## src/rtl/serial_add_pkg.sv

```systemverilog
// Shared encodings and sizing helpers for the bit-serial adder controller.
package serial_add_pkg;

  localparam logic [1:0] ST_IDLE = 2'd0;
  localparam logic [1:0] ST_RUN  = 2'd1;
  localparam logic [1:0] ST_DONE = 2'd2;

  typedef enum logic [1:0] {
    IDLE = ST_IDLE,
    RUN  = ST_RUN,
    DONE = ST_DONE
  } state_t;

  // Bit counter width; WIDTH never drops below 2, so this is at least 1.
  function automatic int cnt_w(input int width);
    return (width < 2) ? 1 : $clog2(width);
  endfunction

endpackage

```

## src/rtl/full_adder1.sv

```systemverilog
// Single-bit full adder, the only arithmetic element of the serial adder.
module full_adder1 (
  input  logic a,
  input  logic b,
  input  logic ci,
  output logic s,
  output logic co
);

  assign s  = a ^ b ^ ci;
  assign co = (a & b) | (ci & (a ^ b));

endmodule

```

## src/rtl/serial_add_ctrl.sv

```systemverilog
// Bit-serial add/subtract: one full_adder1 reused over WIDTH clocks, LSB first,
// with a registered result and a one-cycle done pulse.
module serial_add_ctrl
  import serial_add_pkg::*;
#(
  parameter int WIDTH = 8
) (
  input  logic             clk,
  input  logic             rst_n,
  input  logic             start,
  input  logic             sub,
  input  logic [WIDTH-1:0] a,
  input  logic [WIDTH-1:0] b,
  input  logic             cin,
  output logic             busy,
  output logic             done,
  output logic [WIDTH-1:0] sum,
  output logic             cout,
  output logic             ovf
);

  localparam int               CNT_W = cnt_w(WIDTH);
  localparam logic [CNT_W-1:0] LAST  = CNT_W'(WIDTH - 1);

  state_t             state, state_nxt;
  logic [WIDTH-1:0]   a_sh, b_sh, res_sh;
  logic               carry, prev_carry;
  logic [CNT_W-1:0]   bit_cnt;
  logic               fa_s, fa_co;
  logic               accept, last_bit;

  full_adder1 u_fa (
    .a  (a_sh[0]),
    .b  (b_sh[0]),
    .ci (carry),
    .s  (fa_s),
    .co (fa_co)
  );

  always_comb begin
    state_nxt = state;
    accept    = 1'b0;
    last_bit  = 1'b0;
    case (state)
      IDLE: if (start) begin
        accept    = 1'b1;
        state_nxt = RUN;
      end
      RUN: if (bit_cnt == LAST) begin
        last_bit  = 1'b1;
        state_nxt = DONE;
      end
      DONE: begin
        // back-to-back accept keeps the adder busy without an IDLE bubble
        if (start) begin
          accept    = 1'b1;
          state_nxt = RUN;
        end else begin
          state_nxt = IDLE;
        end
      end
      default: state_nxt = IDLE;
    endcase
  end

  always_ff @(posedge clk or negedge rst_n) begin
    if (!rst_n) state <= IDLE;
    else        state <= state_nxt;
  end

  always_ff @(posedge clk or negedge rst_n) begin
    if (!rst_n) begin
      a_sh       <= '0;
      b_sh       <= '0;
      res_sh     <= '0;
      carry      <= 1'b0;
      prev_carry <= 1'b0;
      bit_cnt    <= '0;
      sum        <= '0;
      cout       <= 1'b0;
    end else if (accept) begin
      // subtraction is a + ~b + 1
      a_sh    <= a;
      b_sh    <= sub ? ~b : b;
      carry   <= sub ? 1'b1 : cin;
      bit_cnt <= '0;
    end else if (state == RUN) begin
      a_sh    <= a_sh >> 1;
      b_sh    <= b_sh >> 1;
      res_sh  <= {fa_s, res_sh[WIDTH-1:1]};
      carry   <= fa_co;
      bit_cnt <= bit_cnt + CNT_W'(1);
      if (last_bit) begin
        prev_carry <= carry;
        sum        <= {fa_s, res_sh[WIDTH-1:1]};
        cout       <= fa_co;
      end
    end
  end

  // prev_carry and cout only change together on DONE entry, so this holds like a register
  assign ovf  = prev_carry ^ cout;
  assign busy = (state == RUN);
  assign done = (state == DONE);

endmodule
```

## config.mk

```make
export PLATFORM = sky130hd
export DESIGN_NAME = serial_add_ctrl
export DESIGN_NICKNAME = d
export VERILOG_FILES = /design/src/rtl/serial_add_pkg.sv /design/src/rtl/full_adder1.sv /design/src/rtl/serial_add_ctrl.sv
export SDC_FILE = /design/constraint.sdc
export NUM_CORES = 1
export LEC_CHECK = 0
export CAP_MARGIN = 20
export CORE_ASPECT_RATIO = 0.8
export CORE_MARGIN = 2
export CORE_UTILIZATION = 42
export CTS_CLUSTER_DIAMETER = 120
export DETAILED_ROUTE_END_ITERATION = 6
export GPL_ROUTABILITY_DRIVEN = 0
export GPL_TIMING_DRIVEN = 0
export PLACE_DENSITY = 0.67
export SKIP_CTS_REPAIR_TIMING = 1
export SYNTH_ARGS = -nofsm -noshare
export SYNTH_HDL_FRONTEND = slang
export SYNTH_SLANG_ARGS = --single-unit
```

## constraint.sdc

```tcl
create_clock -name clk -period 2.1 [get_ports clk]
set_clock_uncertainty 0.2 [all_clocks]
set_input_delay 0.42 -clock clk [delete_from_list [all_inputs] [get_ports clk]]
set_output_delay 0.42 -clock clk [all_outputs]
set_load 0.01 [all_outputs]
```

After elaboration in Yosys (flattened, before gate mapping)
Cells that the tools add are included.

word-level totals
  bits in registers = 40

cells by class
  add/sub/neg operators = 1
  eq/ne operators = 5
  mux-type cells = 18
  bitwise logic cells = 8
  reduce and logical (&&, ||, !) cells = 6

operators by type and width
  kind                   number
  $mux W8                5
  $mux W1                8
  $not A8 Y8             1
  $mux W3                2
  $pmux W2 S3            1
  $mux W2                2
  $reduce_and A2 Y1      2
  $add A3 B1 Y3 const B  1
  $eq A3 B3 Y1 const B   1
  $reduce_and A3 Y1      1
  $xor A1 B1 Y1          3
  $and A1 B1 Y1          2
  $eq A2 B1 Y1 const B   1
  $eq A2 B2 Y1 const B   1
  $logic_not A2 Y1       1
  $ne A2 B1 Y1 const B   1
  $ne A2 B2 Y1 const B   1
  $reduce_bool A2 Y1     1
  $reduce_or A2 Y1       1
  $not A1 Y1             1
  $or A1 B1 Y1           1

Longest topological paths before layout
  depth in word-level cells = 5
  gate-level depth with buffers = 5
  gate-level depth less buffers = 4

Hierarchy
From an unflattened synthesis, not the netlist that was laid out.

unflattened totals
  cell total of the unflattened synthesis = 164
  area total of the unflattened synthesis = 1741.7 µm²

modules (own cells, without submodules)
  module           times used  cells each  area an instance (µm²)
  serial_add_ctrl  1           163         1721.7
  full_adder1      1           1           20.0

Worst setup path after synthesis
OpenSTA, ideal clock, no wires.

  path kind = register to register
  from = register bit_cnt[0]
  to = register cout
  arrival = 1.269 ns
  required time = 1.775 ns
  setup slack = 0.506 ns
  stages on the path, launching flop included = 6
  buffers on the path = 1
  clock period less this slack = 1.594 ns
  cells stage by stage = dfrtp_1 ha_1 ha_1 nand2_2 buf_6 mux2_4

on the way
  word-level cells in the longest chain between the ends = 4

RTL lines
  item                                RTL line               RTL
  start: declaration                  serial_add_ctrl.sv:28  logic [CNT_W-1:0] bit_cnt;
  start signal: assignment            serial_add_ctrl.sv:92  bit_cnt <= bit_cnt + CNT_W'(1);
  $eq A3 B3 Y1                        serial_add_ctrl.sv:49  RUN: if (bit_cnt == LAST) begin
  $mux W1                             serial_add_ctrl.sv:49
  $mux W1                             serial_add_ctrl.sv:44  case (state)
  $reduce_and A3 Y1 (no source line)  --
  end signal: assignment              serial_add_ctrl.sv:96  cout <= fa_co;
  end: declaration                    serial_add_ctrl.sv:18  output logic cout,

No other way between the ends.
A chain may end at the register's enable or synchronous reset.

Final worst setup path
  from = register cout
  to = output ovf

on the way
  word-level cells in the longest chain between the ends = 1

RTL lines
  item              RTL line                RTL
  $xor A1 B1 Y1     serial_add_ctrl.sv:102  assign ovf = prev_carry ^ cout;
  end: declaration  serial_add_ctrl.sv:19   output logic ovf

No other way between the ends.

==> run_summary.xml <==
<?xml version="1.0" encoding="UTF-8"?>
<metrics>
  <group name="critical_path">
    <metric name="timing.critical_path.slowest_stage_cell" unit="">sky130_fd_sc_hd__clkdlybuf4s50_1</metric>
    <metric name="regToRegEndpoint" unit="">sum[2]$_DFFE_PN0P_</metric>
    <metric name="largest_delay_share_family_worst_path" unit="">buffers and inverters</metric>
    <metric name="crit_fanout" unit="">3</metric>
    <metric name="path_class" unit="">register to output pin</metric>
    <metric name="crit_path_end_kind" unit="">output pin</metric>
    <metric name="worst-r2r-cell-count" unit="">5</metric>
    <metric name="critical_path.n_buffers_inverters" unit="">1</metric>
    <metric name="worstSetupPathDepth" unit="">2</metric>
    <metric name="critical_path_required" unit="ns">1.48</metric>
    <metric name="arrival" unit="ns">1.40</metric>
    <metric name="worstPathCellList" unit="">xor2_1 &gt; clkdlybuf4s50_1</metric>
    <metric name="crit_path_max_incr_delay" unit="ns">0.55</metric>
    <metric name="critical_path.startpoint" unit="">cout$_DFFE_PN0P_</metric>
    <metric name="rrSetupSlack" unit="ns">0.42</metric>
    <metric name="rr_startpoint" unit="">bit_cnt[0]$_DFFE_PN0P_</metric>
    <metric name="timing.critical_path.from_type" unit="">register</metric>
  </group>
  <group name="route">
    <metric name="initialDrtViolationCount" unit="">85</metric>
    <metric name="finalWirelength" unit="mm">3.37</metric>
    <metric name="route.vias.total" unit="">1267</metric>
    <metric name="remaining_drc_errors" unit="">0</metric>
    <metric name="ant_nets" unit="">0</metric>
    <metric name="drt-pass1-iter-count" unit="">5</metric>
    <metric name="drt-wirelength-per-cell" unit="um">13.3</metric>
    <metric name="route.detailed.vias_per_inst" unit="">5.01</metric>
  </group>
  <group name="yosys">
    <metric name="synth_top_cell_area_share" unit="%">56.1</metric>
    <metric name="syn-mean-instance-area" unit="sq um">10.9</metric>
    <metric name="synth-warning-count" unit="">0</metric>
    <metric name="syn-instance-count" unit="">160</metric>
    <metric name="postSynthNetCount" unit="">184</metric>
    <metric name="ys_top_cells_by_area" unit="">sky130_fd_sc_hd__dfrtp_1 56%, sky130_fd_sc_hd__nand2_1 9.5%, sky130_fd_sc_hd__mux2_4 7.8%, sky130_fd_sc_hd__a31oi_1 4.0%, sky130_fd_sc_hd__xor2_1 3.5%</metric>
    <metric name="yosys.area.top_type" unit="">sky130_fd_sc_hd__dfrtp_1</metric>
    <metric name="synth.yosys.seq_area_share" unit="%">56.1</metric>
    <metric name="postSynthRegisterBits" unit="">39</metric>
    <metric name="cell_area_after_synthesis" unit="sq um">1740</metric>
    <metric name="synth_cell_type_count" unit="">26</metric>
  </group>
  <group name="floorplanning">
    <metric name="chipWidth" unit="um">76.0</metric>
    <metric name="fp.dieArea" unit="sq um">4680</metric>
    <metric name="die_height" unit="um">61.6</metric>
    <metric name="std_cell_rows" unit="">20</metric>
    <metric name="core-area" unit="sq um">3880</metric>
    <metric name="ios" unit="">33</metric>
    <metric name="start_util" unit="%">44.9</metric>
  </group>
  <group name="clocking">
    <metric name="tritoncts_clock_tree" unit="">built</metric>
    <metric name="ctsRootBufferMaster" unit="">sky130_fd_sc_hd__clkbuf_8</metric>
    <metric name="numCtsBuffers" unit="">5</metric>
    <metric name="clockBufferDepth" unit="">2</metric>
    <metric name="cts_htree_levels" unit="">2</metric>
    <metric name="clk_latency_worst_skew_pair" unit="ns">0.29</metric>
    <metric name="clkTransAtPathRegs" unit="ns">0.08</metric>
    <metric name="tritoncts_num_sinks" unit="">39</metric>
  </group>
  <group name="power">
    <metric name="power.combinational.fraction" unit="%">39.9</metric>
    <metric name="p_sw" unit="mW">1.15</metric>
    <metric name="internal_cell_power" unit="mW">2.30</metric>
    <metric name="seq_power_share" unit="%">38.7</metric>
    <metric name="ir_drop" unit="V">0.000573</metric>
    <metric name="switching_share" unit="%">33.4</metric>
    <metric name="cellPowerDensity" unit="nW/um^2">1530</metric>
    <metric name="fin_total_pwr" unit="mW">3.45</metric>
    <metric name="power.clock.fraction" unit="%">21.4</metric>
    <metric name="leakage_power_figure" unit="nW">1.07</metric>
  </group>
  <group name="sta">
    <metric name="setup-tns-final" unit="ns">0</metric>
    <metric name="clock.fmax" unit="GHz">0.495</metric>
    <metric name="report.final.setup_viol" unit="">0</metric>
    <metric name="period_minus_slack" unit="ns">2.02</metric>
    <metric name="worst_hold_slack" unit="ns">0.0357</metric>
    <metric name="timing_max_transition_violations_final" unit="">0</metric>
    <metric name="setup_slack_after_layout" unit="ns">0.0809</metric>
    <metric name="slew_headroom" unit="%">43.4</metric>
    <metric name="post-route-period-util" unit="%">96.1</metric>
    <metric name="timing_hold_violations_final" unit="">0</metric>
    <metric name="worst_pin_slew" unit="ns">0.849</metric>
    <metric name="grt_setup_unrepaired" unit="">false</metric>
  </group>
  <group name="global_route">
    <metric name="grt_max_degree" unit="">40</metric>
    <metric name="grt_util_all_layers" unit="%">16.6</metric>
    <metric name="gr-total-overflow" unit="">0</metric>
    <metric name="grt_pass1_vias" unit="">1252</metric>
    <metric name="initial_antenna_violation_count" unit="">0</metric>
    <metric name="wire_length_of_the_first_global_routing_pass" unit="mm">5.91</metric>
  </group>
  <group name="placement">
    <metric name="place_hpwl" unit="mm">2.37</metric>
    <metric name="portbufs" unit="">31</metric>
    <metric name="post-place-cells" unit="">246</metric>
    <metric name="dp_worst_setup_slack" unit="ns">0.0585</metric>
    <metric name="dpl_cell_area" unit="sq um">2110</metric>
  </group>
  <group name="final_layout">
    <metric name="multi_input_area" unit="sq um">698</metric>
    <metric name="area_delta_synth_final" unit="%">29.3</metric>
    <metric name="finish.net_count" unit="">221</metric>
    <metric name="mostFrequentLayoutCell" unit="">sky130_fd_sc_hd__nand2_1</metric>
    <metric name="post-route-cell-area" unit="sq um">2250</metric>
    <metric name="fin_util" unit="%">58.0</metric>
    <metric name="share_of_final_layout_standard_cells_stronger_than_drive_strength_1" unit="%">14.6</metric>
    <metric name="layout.cells.most_common_list" unit="">44 x sky130_fd_sc_hd__nand2_1, 39 x sky130_fd_sc_hd__dfrtp_1, 28 x sky130_fd_sc_hd__clkdlybuf4s50_1</metric>
    <metric name="insertedDiodeCount" unit="">0</metric>
    <metric name="seqCellArea" unit="sq um">976</metric>
    <metric name="layout.cells.non_filler" unit="">253</metric>
    <metric name="fillers" unit="">336</metric>
  </group>
  <group name="outcome">
    <metric name="outcome" unit="">finished clean</metric>
  </group>
  <group name="job">
    <metric name="cap_viol_max_count" unit="">0</metric>
  </group>
  <group name="min_path">
    <metric name="worst_hold_path_type" unit="">primary input to asynchronous set/reset pin</metric>
  </group>
</metrics>
[worst max path at each step]
stage,end,slack [ns]
6_report,ovf,0.08
5_1_grt,ovf,0.004
4_1_cts,busy,-0.27
3_5_place_dp,busy,0.06
3_3_place_gp,sum[6]$_DFFE_PN0P_,-0.49
2_1_floorplan,cout$_DFFE_PN0P_,0.51
[final cells by class]
class / instances / area share, %
Sequential cell: 39 / 43.4
Multi-Input combinational cell: 110 / 31.0
Timing Repair Buffer: 31 / 13.8
Clock buffer: 5 / 3.06
Tap cell: 55 / 3.06
Clock inverter: 3 / 3.00
Buffer: 8 / 2.17
Inverter: 2 / 0.556
[kinds of logic after synthesis]
| logic type | after synthesis | share of synthesized area [%] |
|---|---|---|
| AND/OR/NAND/NOR | 67 | 15.9 |
| XOR/XNOR | 9 | 4.53 |
| multiplexers | 10 | 8.41 |
| buffers and inverters | 11 | 3.81 |
| adder cells (fa/ha/maj) | 3 | 2.59 |
| AO/OA/AOI/OAI | 21 | 8.70 |
| flip-flops | 39 | 56.1 |
[synth_stat cells (all sizes together)]
cell type  count
mux2          10
xnor2          2
nor2          16
inv            1
a22o           4
dfrtp         39
fa             1
a31oi         11
nor2b          2
nand3          2
clkbuf         2
nand2b         2
ha             2
buf            7
a221o          3
clkinv         1
nand2         45
o21ai          2
a22oi          1
xor2           7
[state kept, by name, summed over array words and instances (netlist names)]
signal and cells:
bit_cnt 3, b_sh 8, prev_carry 1, carry 1
cout 1, a_sh 8, state 2, res_sh 7
sum 8
[metal layers]
metal / GRT usage, % / vias up / wire (um) / share of wire, %
met5: 0 / - / 0 / 0
met2: 26.8 / 25 / 1520 / 45
li1: - / 608 / - / -
met3: 3.81 / 4 / 124 / 3.7
met1: 22.2 / 630 / 1670 / 50
met4: 7.27 / 0 / 45 / 1.3
[power by group through the flow]
stage / clock (mW) / combinational [mW] / sequential, mW
2_1_floorplan: 0 / 0.883 / 1.34
3_3_place_gp: 0 / 1.36 / 1.33
3_5_place_dp: 0 / 1.39 / 1.35
4_1_cts: 0.754 / 1.41 / 1.33
5_1_grt: 0.793 / 1.55 / 1.38
6_report: 0.739 / 1.38 / 1.33
[worst register-to-register path, delay by kind of cell, from the launching register on]
family                     cells  cell delay, ns
and+or+nand+nor                1            0.08
adders and majority gates      2            0.40
muxes                          1            0.32
buffers and inverters          1            0.17
DFF                            1            0.40
(Power assumes the default switching activity.)
